`src/rtl/nand_pkg.sv`:
```
// ============================================================================
// Module   : nand_pkg
// Brief    : Shared op/cmd encodings, controller state enum, array geometry.
// Revision : 1.0
// ============================================================================
`default_nettype none

package nand_pkg;

    localparam logic [1:0] OP_IDLE  = 2'b00;
    localparam logic [1:0] OP_ERASE = 2'b01;
    localparam logic [1:0] OP_PROG  = 2'b10;
    localparam logic [1:0] OP_READ  = 2'b11;

    localparam int DEF_BLOCKS    = 4;
    localparam int DEF_PAGES     = 4;
    localparam int DEF_PAGE_SIZE = 16;

    typedef enum logic [2:0] {
        ST_IDLE   = 3'd0,
        ST_ERASE  = 3'd1,
        ST_PROG   = 3'd2,
        ST_READ   = 3'd3,
        ST_RDRAIN = 3'd4,
        ST_DONE   = 3'd5
    } state_e;

endpackage

`default_nettype wire

```
`src/rtl/nand_flash_ctrl.sv`:
```
// ============================================================================
// Module   : nand_flash_ctrl
// Brief    : Host-side erase/program/read sequencer for the nand_flash array.
// Revision : 1.0
// ============================================================================
`default_nettype none

module nand_flash_ctrl
    import nand_pkg::*;
#(
    parameter int BLOCKS    = DEF_BLOCKS,
    parameter int PAGES     = DEF_PAGES,
    parameter int PAGE_SIZE = DEF_PAGE_SIZE
) (
    input  logic       clk,
    input  logic       rst,
    input  logic       req,
    input  logic [1:0] op,
    input  logic [7:0] req_blk,
    input  logic [7:0] req_page,
    output logic       ack,
    output logic       busy,
    input  logic [7:0] wr_data,
    input  logic       wr_valid,
    output logic       wr_ready,
    output logic [7:0] rd_data,
    output logic       rd_valid,
    output logic       done,
    output logic       err,
    output logic [1:0] f_cmd,
    output logic [7:0] f_blk,
    output logic [7:0] f_page,
    output logic [7:0] f_din,
    output logic       f_wr_en,
    input  logic [7:0] f_dout
);

    localparam int CNT_W = $clog2(PAGE_SIZE) + 1;
    localparam int NBITS = BLOCKS * PAGES;
    localparam int IDX_W = (NBITS > 1) ? $clog2(NBITS) : 1;

    state_e             state_q, state_d;
    logic [7:0]         blk_q, blk_d;
    logic [7:0]         page_q, page_d;
    logic [CNT_W-1:0]   cnt_q, cnt_d;
    logic               err_q, err_d;
    logic [NBITS-1:0]   bitmap_q, bitmap_d;

    logic [IDX_W-1:0]   req_idx;
    logic [IDX_W-1:0]   cur_idx;
    logic [IDX_W-1:0]   erase_idx;
    logic               reject;

    always_ff @(posedge clk) begin
        if (rst) begin
            state_q  <= ST_IDLE;
            blk_q    <= '0;
            page_q   <= '0;
            cnt_q    <= '0;
            err_q    <= 1'b0;
            bitmap_q <= '0;
        end else begin
            state_q  <= state_d;
            blk_q    <= blk_d;
            page_q   <= page_d;
            cnt_q    <= cnt_d;
            err_q    <= err_d;
            bitmap_q <= bitmap_d;
        end
    end

    always_comb begin
        req_idx   = IDX_W'(int'(req_blk) * PAGES + int'(req_page));
        cur_idx   = IDX_W'(int'(blk_q) * PAGES + int'(page_q));
        erase_idx = IDX_W'(int'(blk_q) * PAGES + int'(cnt_q));
        // Bitmap is only consulted once the address is known to be in range.
        reject    = (int'(req_blk) >= BLOCKS) ||
                    ((op != OP_ERASE) && (int'(req_page) >= PAGES)) ||
                    ((op == OP_PROG) && bitmap_q[req_idx]);
    end

    always_comb begin
        state_d  = state_q;
        blk_d    = blk_q;
        page_d   = page_q;
        cnt_d    = cnt_q;
        err_d    = err_q;
        bitmap_d = bitmap_q;
        ack      = 1'b0;
        busy     = (state_q != ST_IDLE);
        wr_ready = 1'b0;
        rd_data  = 8'h00;
        rd_valid = 1'b0;
        done     = 1'b0;
        err      = 1'b0;
        f_cmd    = OP_IDLE;
        f_blk    = 8'h00;
        f_page   = 8'h00;
        f_din    = 8'h00;
        f_wr_en  = 1'b0;

        case (state_q)
            ST_IDLE: begin
                if (req && (op != OP_IDLE)) begin
                    ack    = 1'b1;
                    blk_d  = req_blk;
                    page_d = req_page;
                    cnt_d  = '0;
                    err_d  = reject;
                    if (reject) begin
                        state_d = ST_DONE;
                    end else begin
                        case (op)
                            OP_ERASE: state_d = ST_ERASE;
                            OP_PROG:  state_d = ST_PROG;
                            default:  state_d = ST_READ;
                        endcase
                    end
                end
            end
            ST_ERASE: begin
                f_cmd               = OP_ERASE;
                f_blk               = blk_q;
                f_page              = 8'(cnt_q);
                bitmap_d[erase_idx] = 1'b0;
                cnt_d               = cnt_q + CNT_W'(1);
                if (cnt_q == CNT_W'(PAGES - 1)) state_d = ST_DONE;
            end
            ST_PROG: begin
                f_cmd    = OP_PROG;
                f_blk    = blk_q;
                f_page   = page_q;
                wr_ready = 1'b1;
                f_wr_en  = wr_valid;
                f_din    = wr_data;
                if (wr_valid) begin
                    cnt_d = cnt_q + CNT_W'(1);
                    if (cnt_q == CNT_W'(PAGE_SIZE - 1)) begin
                        bitmap_d[cur_idx] = 1'b1;
                        state_d           = ST_DONE;
                    end
                end
            end
            ST_READ: begin
                f_cmd  = OP_READ;
                f_blk  = blk_q;
                f_page = page_q;
                // Array dout lags the read command by one cycle.
                if (cnt_q != '0) begin
                    rd_valid = 1'b1;
                    rd_data  = f_dout;
                end
                cnt_d = cnt_q + CNT_W'(1);
                if (cnt_q == CNT_W'(PAGE_SIZE - 1)) state_d = ST_RDRAIN;
            end
            ST_RDRAIN: begin
                rd_valid = 1'b1;
                rd_data  = f_dout;
                state_d  = ST_DONE;
            end
            ST_DONE: begin
                done    = 1'b1;
                err     = err_q;
                state_d = ST_IDLE;
            end
            default: state_d = ST_IDLE;
        endcase
    end

endmodule

`default_nettype wire
```
`config.mk`:
```
export PLATFORM = sky130hd
export DESIGN_NAME = nand_flash_ctrl
export DESIGN_NICKNAME = d
export VERILOG_FILES = /design/src/rtl/nand_pkg.sv /design/src/rtl/nand_flash_ctrl.sv
export SDC_FILE = /design/constraint.sdc
export NUM_CORES = 1
export LEC_CHECK = 0
export CELL_PAD_IN_SITES_DETAIL_PLACEMENT = 0
export CELL_PAD_IN_SITES_GLOBAL_PLACEMENT = 1
export CORE_MARGIN = 2
export CORE_UTILIZATION = 40
export CTS_BUF_LIST = sky130_fd_sc_hd__clkbuf_2 sky130_fd_sc_hd__clkbuf_4 sky130_fd_sc_hd__clkbuf_8
export CTS_CLUSTER_SIZE = 25
export DETAILED_ROUTE_END_ITERATION = 7
export DONT_BUFFER_PORTS = 1
export GPL_ROUTABILITY_DRIVEN = 0
export HOLD_SLACK_MARGIN = 0.15
export PLACE_DENSITY_LB_ADDON = 0.1
export SLEW_MARGIN = 10
export SYNTH_ARGS = -nofsm -noshare
export SYNTH_HDL_FRONTEND = slang
export SYNTH_SLANG_ARGS = --single-unit
```
`constraint.sdc`:
```
create_clock -name clk -period 2.47 [get_ports clk]
set_input_delay 0.494 -clock clk [delete_from_list [all_inputs] [get_ports clk]]
set_output_delay 0.494 -clock clk [all_outputs]
set_load 0.03 [all_outputs]
```
==> impl_metrics.tcl, run 1 <==
set metrics [dict create \
    synthSimpleGateAreaFrac_pct 34.17 \
    finish.net_count 378 \
    grt_antenna_before_repair 0 \
    worst_skew_pair.late_latency_ps 290 \
    timing.critical_path.slowest_stage_cell "sky130_fd_sc_hd__dfxtp_1" \
    drive_above_1_share_pct 14.11 \
    worst-slew-pin-transition_ps 652.2 \
    setup_viol_count_final 0 \
    finish.instance_area_um2 2854 \
    max_cap_violations 0 \
    avgSynthCellArea_um2 7.894 \
    power.density_cell_area_nw_per_um2 625.9 \
    cpLargestDelayFamily "flip-flops" \
    detail_route.vias_per_cell 5.588 \
    grt_max_degree 38 \
    cts_hold_buffers 0 \
    timing.critical_path.to_type "primary output" \
    rsz0062_at_grt "false" \
    postPlaceCellArea_um2 2715 \
    crit_path_arrival_time_ps 1840 \
    diodes 0 \
    maxSlewHeadroom_pct 55.91 \
    crit_buf_inv 1 \
    placeableCoreArea_um2 5956 \
    rr_startpoint "cnt_q[0]$_SDFFE_PP0P_" \
    critPathRequiredTime_ps 1980 \
    first_global_vias 2037 \
    dieHeight_um 82.72 \
    most-common-layout-cells "sky130_fd_sc_hd__nand2_1 (57), sky130_fd_sc_hd__dfxtp_1 (41), sky130_fd_sc_hd__and2_1 (29)" \
    layout.cells.most_common "sky130_fd_sc_hd__nand2_1" \
    port_buffers 0 \
    dpl.cell_count 400 \
    hp-class "in2reg" \
    sequential_share_of_the_synthesized_area_pct 33.11 \
    area_growth_syn_to_layout_pct 15.14 \
    max_freq_ghz 0.4293 \
    power.leakage_uw 0.001111 \
    initial_utilization_pct 41.62 \
    synthXorXnorAreaFrac_pct 3.735 \
    minimum_clock_period_ps 2329 \
    globalRoute.totalOverflow 0 \
    synth-seq-cells 41 \
    clk_pin_slew_ps 80 \
    numCtsBuffers 5 \
    synthesis.yosys.warnings 0 \
    ios 79 \
    clkSinkCount 41 \
    vdd_ir_drop_max_mv 0.3554 \
    outcome "finished, final reports clean" \
    worstHoldStart "rst" \
    drt_pre_antenna_iters 4 \
    post_synth_inst_count 314 \
    cpPeakStageDelay_ps 720 \
    place.detailed.hpwl_um 5139 \
    synth-edff-count 0 \
    grt_first_pass_wirelength_um 10580 \
    worst_setup_path_startpoint "state_q[2]$_SDFFE_PP0P_" \
    placement_rows 28 \
    layout.cells.non_filler 408 \
    synth_nets 360 \
    globalRouteTotalUtil_pct 20.71 \
    tritoncts "built" \
    cp_cell_sequence "nor2b_1, a32o_1, and2_1, buf_4" \
    report.final.hold_viol_count 0 \
    dominant_combinational_cell_family_by_area_after_synthesis "simple AND/OR/NAND/NOR gates" \
    clock_skew_ps 4.812 \
    dieArea_um2 6843 \
    critical_path_class "reg2out" \
    post-layout-total-power_uw 1786 \
    die_w_um 82.72 \
    worstSetupStartpointType "flop" \
    post_drt_wl_per_cell_um 16.84 \
    drv_slew 0 \
    drt-total-wl_um 6871 \
    postCtsSetupRepairBufs 0 \
    initialDrtViolationCount 141 \
    synthesized_area_um2 2479 \
    filler_cells 610 \
    crit_path_max_fanout 16 \
    muxShareOfSynthArea_pct 3.281 \
    synth_adder_area_share_pct 4.038 \
    root_buffer "sky130_fd_sc_hd__clkbuf_8" \
    synthDistinctLibCells 48 \
    route.vias.total 2280 \
    ant_nets 0 \
    post_cts_resize_count 0 \
    final.period_utilization_pct 94.31 \
    share_of_flip_flops_with_an_asynchronous_set_or_reset_after_synthesis_pct 0 \
    number_of_levels_in_the_clock_h_tree 2 \
    synth_compound_area_share_pct 17.67 \
    cts_buffer_depth 2 \
    drc_violations_left 0 \
    timing.setup.tns_ps 0 \
    yosys_most_used_dff "sky130_fd_sc_hd__dfxtp_1" \
]
-- logic make-up after synthesis --
family,after synthesis
xor gates and xnor gates,9
and+or+nand+nor,159
buffers and inverters,24
AOI/OAI and AO/OA,65
adders and majority gates,8
DFF,41
muxes,8
-- cells in the mapped netlist (2+ instances only) --
cell type                  count  area share [%]
sky130_fd_sc_hd__xnor2_1       5             1.8
sky130_fd_sc_hd__clkbuf_1      9             1.4
sky130_fd_sc_hd__nand2_1      57             8.6
sky130_fd_sc_hd__o21a_1        2            0.61
sky130_fd_sc_hd__and2_1       29             7.3
sky130_fd_sc_hd__nor4b_1       2            0.71
sky130_fd_sc_hd__a22oi_1      18             5.5
sky130_fd_sc_hd__and3b_1       2            0.71
sky130_fd_sc_hd__a211oi_1      3            0.91
sky130_fd_sc_hd__nor4_1        2            0.50
sky130_fd_sc_hd__nor4b_2       2             1.2
sky130_fd_sc_hd__nand3_1       4            0.81
sky130_fd_sc_hd__a32oi_1       3             1.1
sky130_fd_sc_hd__nor3_1        5             1.0
sky130_fd_sc_hd__nand4b_1      2            0.71
sky130_fd_sc_hd__nor3b_1       3            0.91
sky130_fd_sc_hd__nor3_4        2             1.3
sky130_fd_sc_hd__nand2b_1      4             1.0
sky130_fd_sc_hd__a32o_1        5             2.0
sky130_fd_sc_hd__mux2i_1       7             2.8
sky130_fd_sc_hd__ha_1          8             4.0
sky130_fd_sc_hd__nor2b_1       5             1.3
sky130_fd_sc_hd__o21ai_0       5             1.0
sky130_fd_sc_hd__dfxtp_1      41              33
sky130_fd_sc_hd__nor2_1       28             4.2
sky130_fd_sc_hd__inv_1         6            0.91
sky130_fd_sc_hd__buf_2         7             1.4
sky130_fd_sc_hd__xor2_1        3             1.1
sky130_fd_sc_hd__a21o_1        2            0.61
sky130_fd_sc_hd__and3_1        3            0.76
sky130_fd_sc_hd__a21oi_1      21             4.2
sky130_fd_sc_hd__a31oi_1       2            0.50
sky130_fd_sc_hd__nand3b_1      2            0.61
-- layout make-up --
class,instances,area [um2],share of cell area (%)
clock buffer,5,68.82,2.411
clock inverter,3,65.06,2.280
inverter,7,26.28,0.9206
multi-input combinational,249,1569,54.98
sequential,41,820.8,28.76
tap,75,93.84,3.288
timing repair buffer,28,210.2,7.365
-- layer usage --
metal	GRT usage, %	vias to the layer above	wire length (um)
li1	-	1130	-
met1	29.09	1064	3304
met2	32.18	79	3098
met3	4.022	7	368
met4	5.902	0	99
met5	0	-	0
-- state kept, by name, indices dropped and copies added, names as in the netlist --
| signal | flops |
|---|---|
| err_q | 1 |
| cnt_q | 5 |
| state_q | 3 |
| page_q | 8 |
| bitmap_q | 16 |
| blk_q | 8 |
-- power by group --
| part | switching (uW) | internal [uW] |
|---|---|---|
| Combinational | 252 | 150 |
| Sequential | 46.4 | 692 |
| Clock | 245 | 402 |
-- worst reg2reg max path, cell delays in order, from the launching register on --
cell and delay, ps:
sky130_fd_sc_hd__dfxtp_1 460, sky130_fd_sc_hd__ha_1 210, sky130_fd_sc_hd__and3_1 160, sky130_fd_sc_hd__ha_1 200
sky130_fd_sc_hd__nand4b_1 140, sky130_fd_sc_hd__a21oi_1 280, sky130_fd_sc_hd__and3b_1 330, sky130_fd_sc_hd__a22oi_1 120
sky130_fd_sc_hd__nor2_1 110
-- final timing paths --
path	to	slack (ps)	depth (start not counted)
worst max register to register	bitmap_q[6]$_SDFFE_PP0P_	400	8
worst max-delay path	rd_data[1]	140	4
worst min register to register	blk_q[6]$_SDFFE_PP0P_	450	2
worst min-delay path	cnt_q[4]$_SDFFE_PP0P_	260	1
-- per-stage QoR --
step                      hold WS, ps  utilization (%)  worst slack (ps)
after floorplan                 431.7                -             44.49
final                           263.4            47.92             140.6
after detailed placement        436.4            45.59             289.7
after CTS                       250.5            47.84             123.5
after global placement          431.9            45.59             374.3
after global routing            247.1            47.92             8.955
Note: power is estimated with default switching activity, not from simulation.
==> inputs of run 2 (changes only) <==
- GPL_TIMING_DRIVEN: unset -> 0
==> run 2 against run 1 <==
- worst hold slack better by 55 ps
- clock power is 8.5% lower
- global-route usage is 0.36 points higher
- sequential share of layout area is 0.99 points higher
- critical path depth stayed put
- sequential cell count stayed put
- critical path type unchanged
- maximum frequency is 2.7% lower
- clock skew is 2.1 ps higher
- cell count is 2.7% lower
- first-iteration DRC count stayed put
- non-clock buffer count is 11 lower
- via count is 1.1% lower
==> impl_metrics.tcl, run 2 (same netlist as run 1, synthesis figures left out) <==
set metrics [dict create \
    placement_rows 28 \
    ios 79 \
    outcome "finished, final reports clean" \
    max_cap_violations 0 \
    diodes 0 \
    wl_met2_um 3146 \
    initialDrtViolationCount 141 \
    timing.final.ws_setup_ps 75.87 \
    timing.critical_path.slowest_stage_cell "sky130_fd_sc_hd__and2_1" \
    detail_route.vias_per_cell 5.683 \
    crit-reg2reg-capture "bitmap_q[12]$_SDFFE_PP0P_" \
    critical_path_class "reg2out" \
    dieArea_um2 6843 \
    clock_skew_ps 6.951 \
    cts_buffer_depth 2 \
    number_of_levels_in_the_clock_h_tree 2 \
    initial_utilization_pct 41.62 \
    die_w_um 82.72 \
    placeableCoreArea_um2 5956 \
    final.hold.worst_slack_ps 318.9 \
    ff2ff_setup_slack_ps 190 \
    clk_pin_slew_ps 80 \
    tritoncts "built" \
    dieHeight_um 82.72 \
    post_drt_wl_per_cell_um 17.83 \
    hp-class "in2reg" \
    area_growth_syn_to_layout_pct 11.31 \
    most-common-layout-cells "sky130_fd_sc_hd__nand2_1 (56), sky130_fd_sc_hd__dfxtp_1 (41), sky130_fd_sc_hd__nor2_1 (22)" \
    critPathRequiredTime_ps 1980 \
    crit_path_arrival_time_ps 1900 \
    finish.instance_area_um2 2759 \
    drv_slew 0 \
    worst_setup_path_startpoint "state_q[2]$_SDFFE_PP0P_" \
    cpPeakStageDelay_ps 350 \
    max_freq_ghz 0.4177 \
    p_comb_share_pct 24.4 \
    place.detailed.hpwl_um 5402 \
    setup_viol_count_final 0 \
    grt_antenna_before_repair 0 \
    maxSlewHeadroom_pct 50.48 \
    first_global_vias 1978 \
    power.sequential.fraction_pct 41.6 \
    cp_cell_sequence "buf_2, clkbuf_2, clkbuf_2, and2_1" \
    power.density_cell_area_nw_per_um2 629.8 \
    power.switching_uw 573.5 \
    numCtsBuffers 5 \
    postPlaceCellArea_um2 2572 \
    drive_above_1_share_pct 15.53 \
    root_buffer "sky130_fd_sc_hd__clkbuf_8" \
    timing.critical_path.to_type "primary output" \
    ant_nets 0 \
    final.period_utilization_pct 96.93 \
    grt_max_degree 13 \
    max_flop_register "bitmap_q" \
    met3WireLength_um 391 \
    finish.net_count 367 \
    globalRoute.totalOverflow 0 \
    clock_power_share_pct 34.0 \
    postLayoutCoreUtil_pct 46.32 \
    worstSetupStartpointType "flop" \
    grt_first_pass_wirelength_um 10650 \
    worstRegToRegCells 8 \
    drt-total-wl_um 7079 \
    timing.setup.tns_ps 0 \
    cell_internal_pwr_uw 1164 \
    vdd_ir_drop_max_mv 0.2432 \
    worst-slew-pin-transition_ps 732.5 \
    dp_slack_ps -173.8 \
    clkSinkCount 41 \
    power.leakage_uw 0.001024 \
    critical_path.endpoint "done" \
    port_buffers 0 \
    route.vias.total 2256 \
    layout_top_registers "bitmap_q (16), blk_q (8), page_q (8)" \
    drt_pre_antenna_iters 4 \
    globalRouteTotalUtil_pct 21.07 \
    highest_layer "met4" \
    report.final.hold_viol_count 0 \
    minimum_clock_period_ps 2394 \
    rr_startpoint "cnt_q[0]$_SDFFE_PP0P_" \
    switching_share_pct 33.01 \
    rsz0062_at_grt "true" \
    largest_reg_flops 16 \
    critical-path-top-cell-by-count "sky130_fd_sc_hd__clkbuf_2" \
    drt-met1-wl_um 3410 \
    crit_path_max_fanout 10 \
    worst_skew_pair.late_latency_ps 300 \
    layout.cells.most_common "sky130_fd_sc_hd__nand2_1" \
    drc_violations_left 0 \
]
[run 2: cell types whose count changed in the layout (fill, tap and decap cells not counted), moves of 2 or more]
cell and change:
sky130_fd_sc_hd__clkbuf_2 +2, sky130_fd_sc_hd__nor2_2 +6, sky130_fd_sc_hd__clkbuf_4 +2, sky130_fd_sc_hd__buf_4 -28
sky130_fd_sc_hd__nor2_1 -6, sky130_fd_sc_hd__and2_1 -8, sky130_fd_sc_hd__nor2b_1 -2, sky130_fd_sc_hd__clkbuf_1 +5
sky130_fd_sc_hd__buf_2 +8, sky130_fd_sc_hd__and2_2 +8
[run 2: worst min path at each step]
stage | to | depth (start not counted) | startpoint | slack [ps]
after floorplan | blk_q[2]$_SDFFE_PP0P_ | 2 | blk_q[2]$_SDFFE_PP0P_ | 430
after global placement | page_q[6]$_SDFFE_PP0P_ | 2 | page_q[6]$_SDFFE_PP0P_ | 440
after detailed placement | blk_q[6]$_SDFFE_PP0P_ | 2 | blk_q[6]$_SDFFE_PP0P_ | 440
after CTS | blk_q[6]$_SDFFE_PP0P_ | 2 | req_blk[6] | 320
after global routing | blk_q[2]$_SDFFE_PP0P_ | 2 | req_blk[2] | 320
final | page_q[2]$_SDFFE_PP0P_ | 2 | req_page[2] | 320
[run 2: timing repair]
action | 4_1_cts | 5_1_grt
setup endpoints to repair | 37 | 35
setup buffers | 0 | 0
endpoints found under the hold margin | 0 | 0
gates resized for setup | 11 | 20
hold buffers | 0 | 0
[run 2: worst max-delay path, delay by kind of cell (launching register included)]
family / cells / cell delay (ps)
simple gates: 1 / 350
buf+inv: 3 / 890
flops: 1 / 340
[run 2: routing by layer]
metal,GRT usage [%],vias to the layer above
li1,-,1111
met1,30.07,1045
met2,32.26,90
met3,3.804,10
met4,6.230,0
met5,0,-
[run 2: cell type report]
class	count	area (um2)
Sequential cell	41	820.8
Multi-Input combinational cell	249	1618
Buffer	17	80.08
Tap cell	75	93.84
Inverter	7	26.28
Fill cell	621	3197
Clock buffer	7	90.09
Clock inverter	1	30.03
[run 2: power by group through the flow]
stage          sequential (uW)  clock, uW  combinational, uW
2_1_floorplan              727          0                318
3_3_place_gp               737          0                406
3_5_place_dp               738          0                405
4_1_cts                    723        601                414
5_1_grt                    728        623                462
6_report                   722        591                424
[run 2: metrics by stage]
stage | total power [uW] | instances
3_5_place_dp | 1142 | 389
4_1_cts | 1737 | 397
6_report | 1738 | 397
3_3_place_gp | 1143 | 389
2_1_floorplan | 1045 | 314
5_1_grt | 1813 | 397
==> inputs of run 3 (changes only) <==
- CELL_PAD_IN_SITES_DETAIL_PLACEMENT: 0 -> unset
- CELL_PAD_IN_SITES_GLOBAL_PLACEMENT: 1 -> unset
- PLACE_DENSITY_LB_ADDON: 0.1 -> unset
==> run 3 against run 2 <==
- cell area up 0.32%
- non-clock buffer count stayed put
- combinational power up 0.9%
- global-route usage down 0.48 points
- clock skew increased by 4.4 ps
- sequential power about the same
- first-iteration DRC count down 5.0%
- worst hold slack better by 2.2 ps
- worst setup slack got worse by 45 ps
- largest cell class unchanged
==> impl_metrics.tcl, run 3 (same netlist as run 1, synthesis figures left out) <==
set metrics [dict create \
    vdd_ir_drop_max_mv 0.2893 \
    filler_cells 626 \
    critPathRequiredTime_ps 1980 \
    port_buffers 0 \
    layout.cells.non_filler 397 \
    worst_skew_pair.late_latency_ps 310 \
    initialDrtViolationCount 134 \
    critical_path.endpoint "rd_data[2]" \
    minimum_clock_period_ps 2439 \
    route.vias.total 2252 \
    worst_setup_path_startpoint "state_q[0]$_SDFFE_PP0P_" \
    setup_viol_count_final 0 \
    worst-slew-pin-transition_ps 736.8 \
    drv_slew 0 \
    largest_reg_flops 16 \
    drt_pre_antenna_iters 6 \
    root_buffer "sky130_fd_sc_hd__clkbuf_8" \
    cpPeakStageDelay_ps 430 \
    outcome "finished, final reports clean" \
    placement_rows 28 \
    report.final.hold_viol_count 0 \
    critical_path_class "reg2out" \
    worstRegToRegCells 8 \
    ant_nets 0 \
    finish.instance_area_um2 2768 \
    detail_route.vias_per_cell 5.673 \
    clk_pin_slew_ps 80 \
    dpl.cell_count 389 \
    drc_violations_left 0 \
    crit-reg2reg-capture "bitmap_q[0]$_SDFFE_PP0P_" \
    tritoncts "built" \
    maxSlewHeadroom_pct 50.19 \
    clock_skew_ps 11.36 \
    max_cap_violations 0 \
    rr_startpoint "cnt_q[1]$_SDFFE_PP0P_" \
    timing.critical_path.slowest_stage_cell "sky130_fd_sc_hd__a32o_2" \
    final.period_utilization_pct 98.74 \
    crit_path_max_fanout 10 \
    postPlaceCellArea_um2 2572 \
    dieArea_um2 6843 \
    max_flop_register "bitmap_q" \
    numCtsBuffers 5 \
    timing.critical_path.to_type "primary output" \
    power.density_cell_area_nw_per_um2 625.3 \
    globalRouteTotalUtil_pct 20.58 \
    grt_max_degree 14 \
    layout.cells.most_common "sky130_fd_sc_hd__nand2_1" \
    postLayoutCoreUtil_pct 46.47 \
    drt-total-wl_um 6787 \
    clkSinkCount 41 \
    cts_buffer_depth 2 \
    grt_antenna_before_repair 0 \
    crit_buf_inv 1 \
    finish.net_count 367 \
    postCtsSetupRepairBufs 0 \
    cpLargestDelayFamily "simple AND/OR/NAND/NOR gates" \
    crit_path_arrival_time_ps 1940 \
    ff2ff_setup_slack_ps 250 \
    area_growth_syn_to_layout_pct 11.66 \
    dieHeight_um 82.72 \
    max_freq_ghz 0.4100 \
    post_drt_wl_per_cell_um 17.10 \
    hp-class "in2reg" \
    first_global_vias 2053 \
    grt_first_pass_wirelength_um 10360 \
    initial_utilization_pct 41.62 \
    worstSetupStartpointType "flop" \
    globalRoute.totalOverflow 0 \
    rsz0062_at_grt "true" \
    layout_top_registers "bitmap_q (16), blk_q (8), page_q (8)" \
    placeableCoreArea_um2 5956 \
    ios 79 \
    worstSetupPathDepth 4 \
    drive_above_1_share_pct 16.46 \
    power.leakage_uw 0.001021 \
    most-common-layout-cells "sky130_fd_sc_hd__nand2_1 (56), sky130_fd_sc_hd__dfxtp_1 (40), sky130_fd_sc_hd__nor2_1 (22)" \
    number_of_levels_in_the_clock_h_tree 2 \
    die_w_um 82.72 \
    cp_cell_sequence "buf_2, nor2b_4, a32o_2, and2_2" \
    diodes 0 \
    place.detailed.hpwl_um 5217 \
]
## run 3: cell type report
cell class                 count  area (um2)  area share (%)
multi-input combinational    249        1628           58.82
sequential                    41       822.0           29.70
tap                           75       93.84           3.391
clock buffer                   6       82.58           2.984
buffer                        17       77.57           2.803
clock inverter                 2       37.54           1.356
inverter                       7       26.28          0.9494
## run 3: power by group
group          total, uW  switching [uW]  internal (uW)
combinational        428             296            132
clock                580             251            329
sequential           723            29.7            693
## run 3: worst min path at each step
stage / from / endpoint / slack [ps] / cells after the start
2_1_floorplan: blk_q[2]$_SDFFE_PP0P_ / blk_q[2]$_SDFFE_PP0P_ / 430 / 2
3_3_place_gp: blk_q[4]$_SDFFE_PP0P_ / blk_q[4]$_SDFFE_PP0P_ / 440 / 2
3_5_place_dp: page_q[7]$_SDFFE_PP0P_ / page_q[7]$_SDFFE_PP0P_ / 450 / 2
4_1_cts: req_page[7] / page_q[7]$_SDFFE_PP0P_ / 320 / 2
5_1_grt: req_blk[7] / blk_q[7]$_SDFFE_PP0P_ / 320 / 2
6_report: req_page[7] / page_q[7]$_SDFFE_PP0P_ / 320 / 2
## run 3: per-stage QoR
stage | total power (uW) | setup WS [ps] | hold WS [ps] | TNS, ps
4_1_cts | 1725 | -10.10 | 315.1 | -10.10
2_1_floorplan | 1045 | 44.49 | 431.7 | 0
5_1_grt | 1815 | -74.78 | 320.9 | -559.7
6_report | 1731 | 31.13 | 321.1 | 0
3_3_place_gp | 1140 | -231.1 | 438.2 | -2498
3_5_place_dp | 1138 | -245.6 | 445.5 | -2553
## run 3: timing repair
action	4_1_cts	5_1_grt
resized for setup	17	17
setup endpoints to repair	27	37
hold buffers	0	0
## run 3: routing by layer
layer / up-vias / part of all wire [%] / wire length [um] / GRT usage [%]
li1: 1113 / - / - / -
met5: - / 0 / 0 / 0
met3: 9 / 7.8 / 526 / 5.000
met4: 0 / 1.5 / 104 / 6.066
met2: 91 / 45 / 3032 / 31.45
met1: 1039 / 46 / 3124 / 28.72
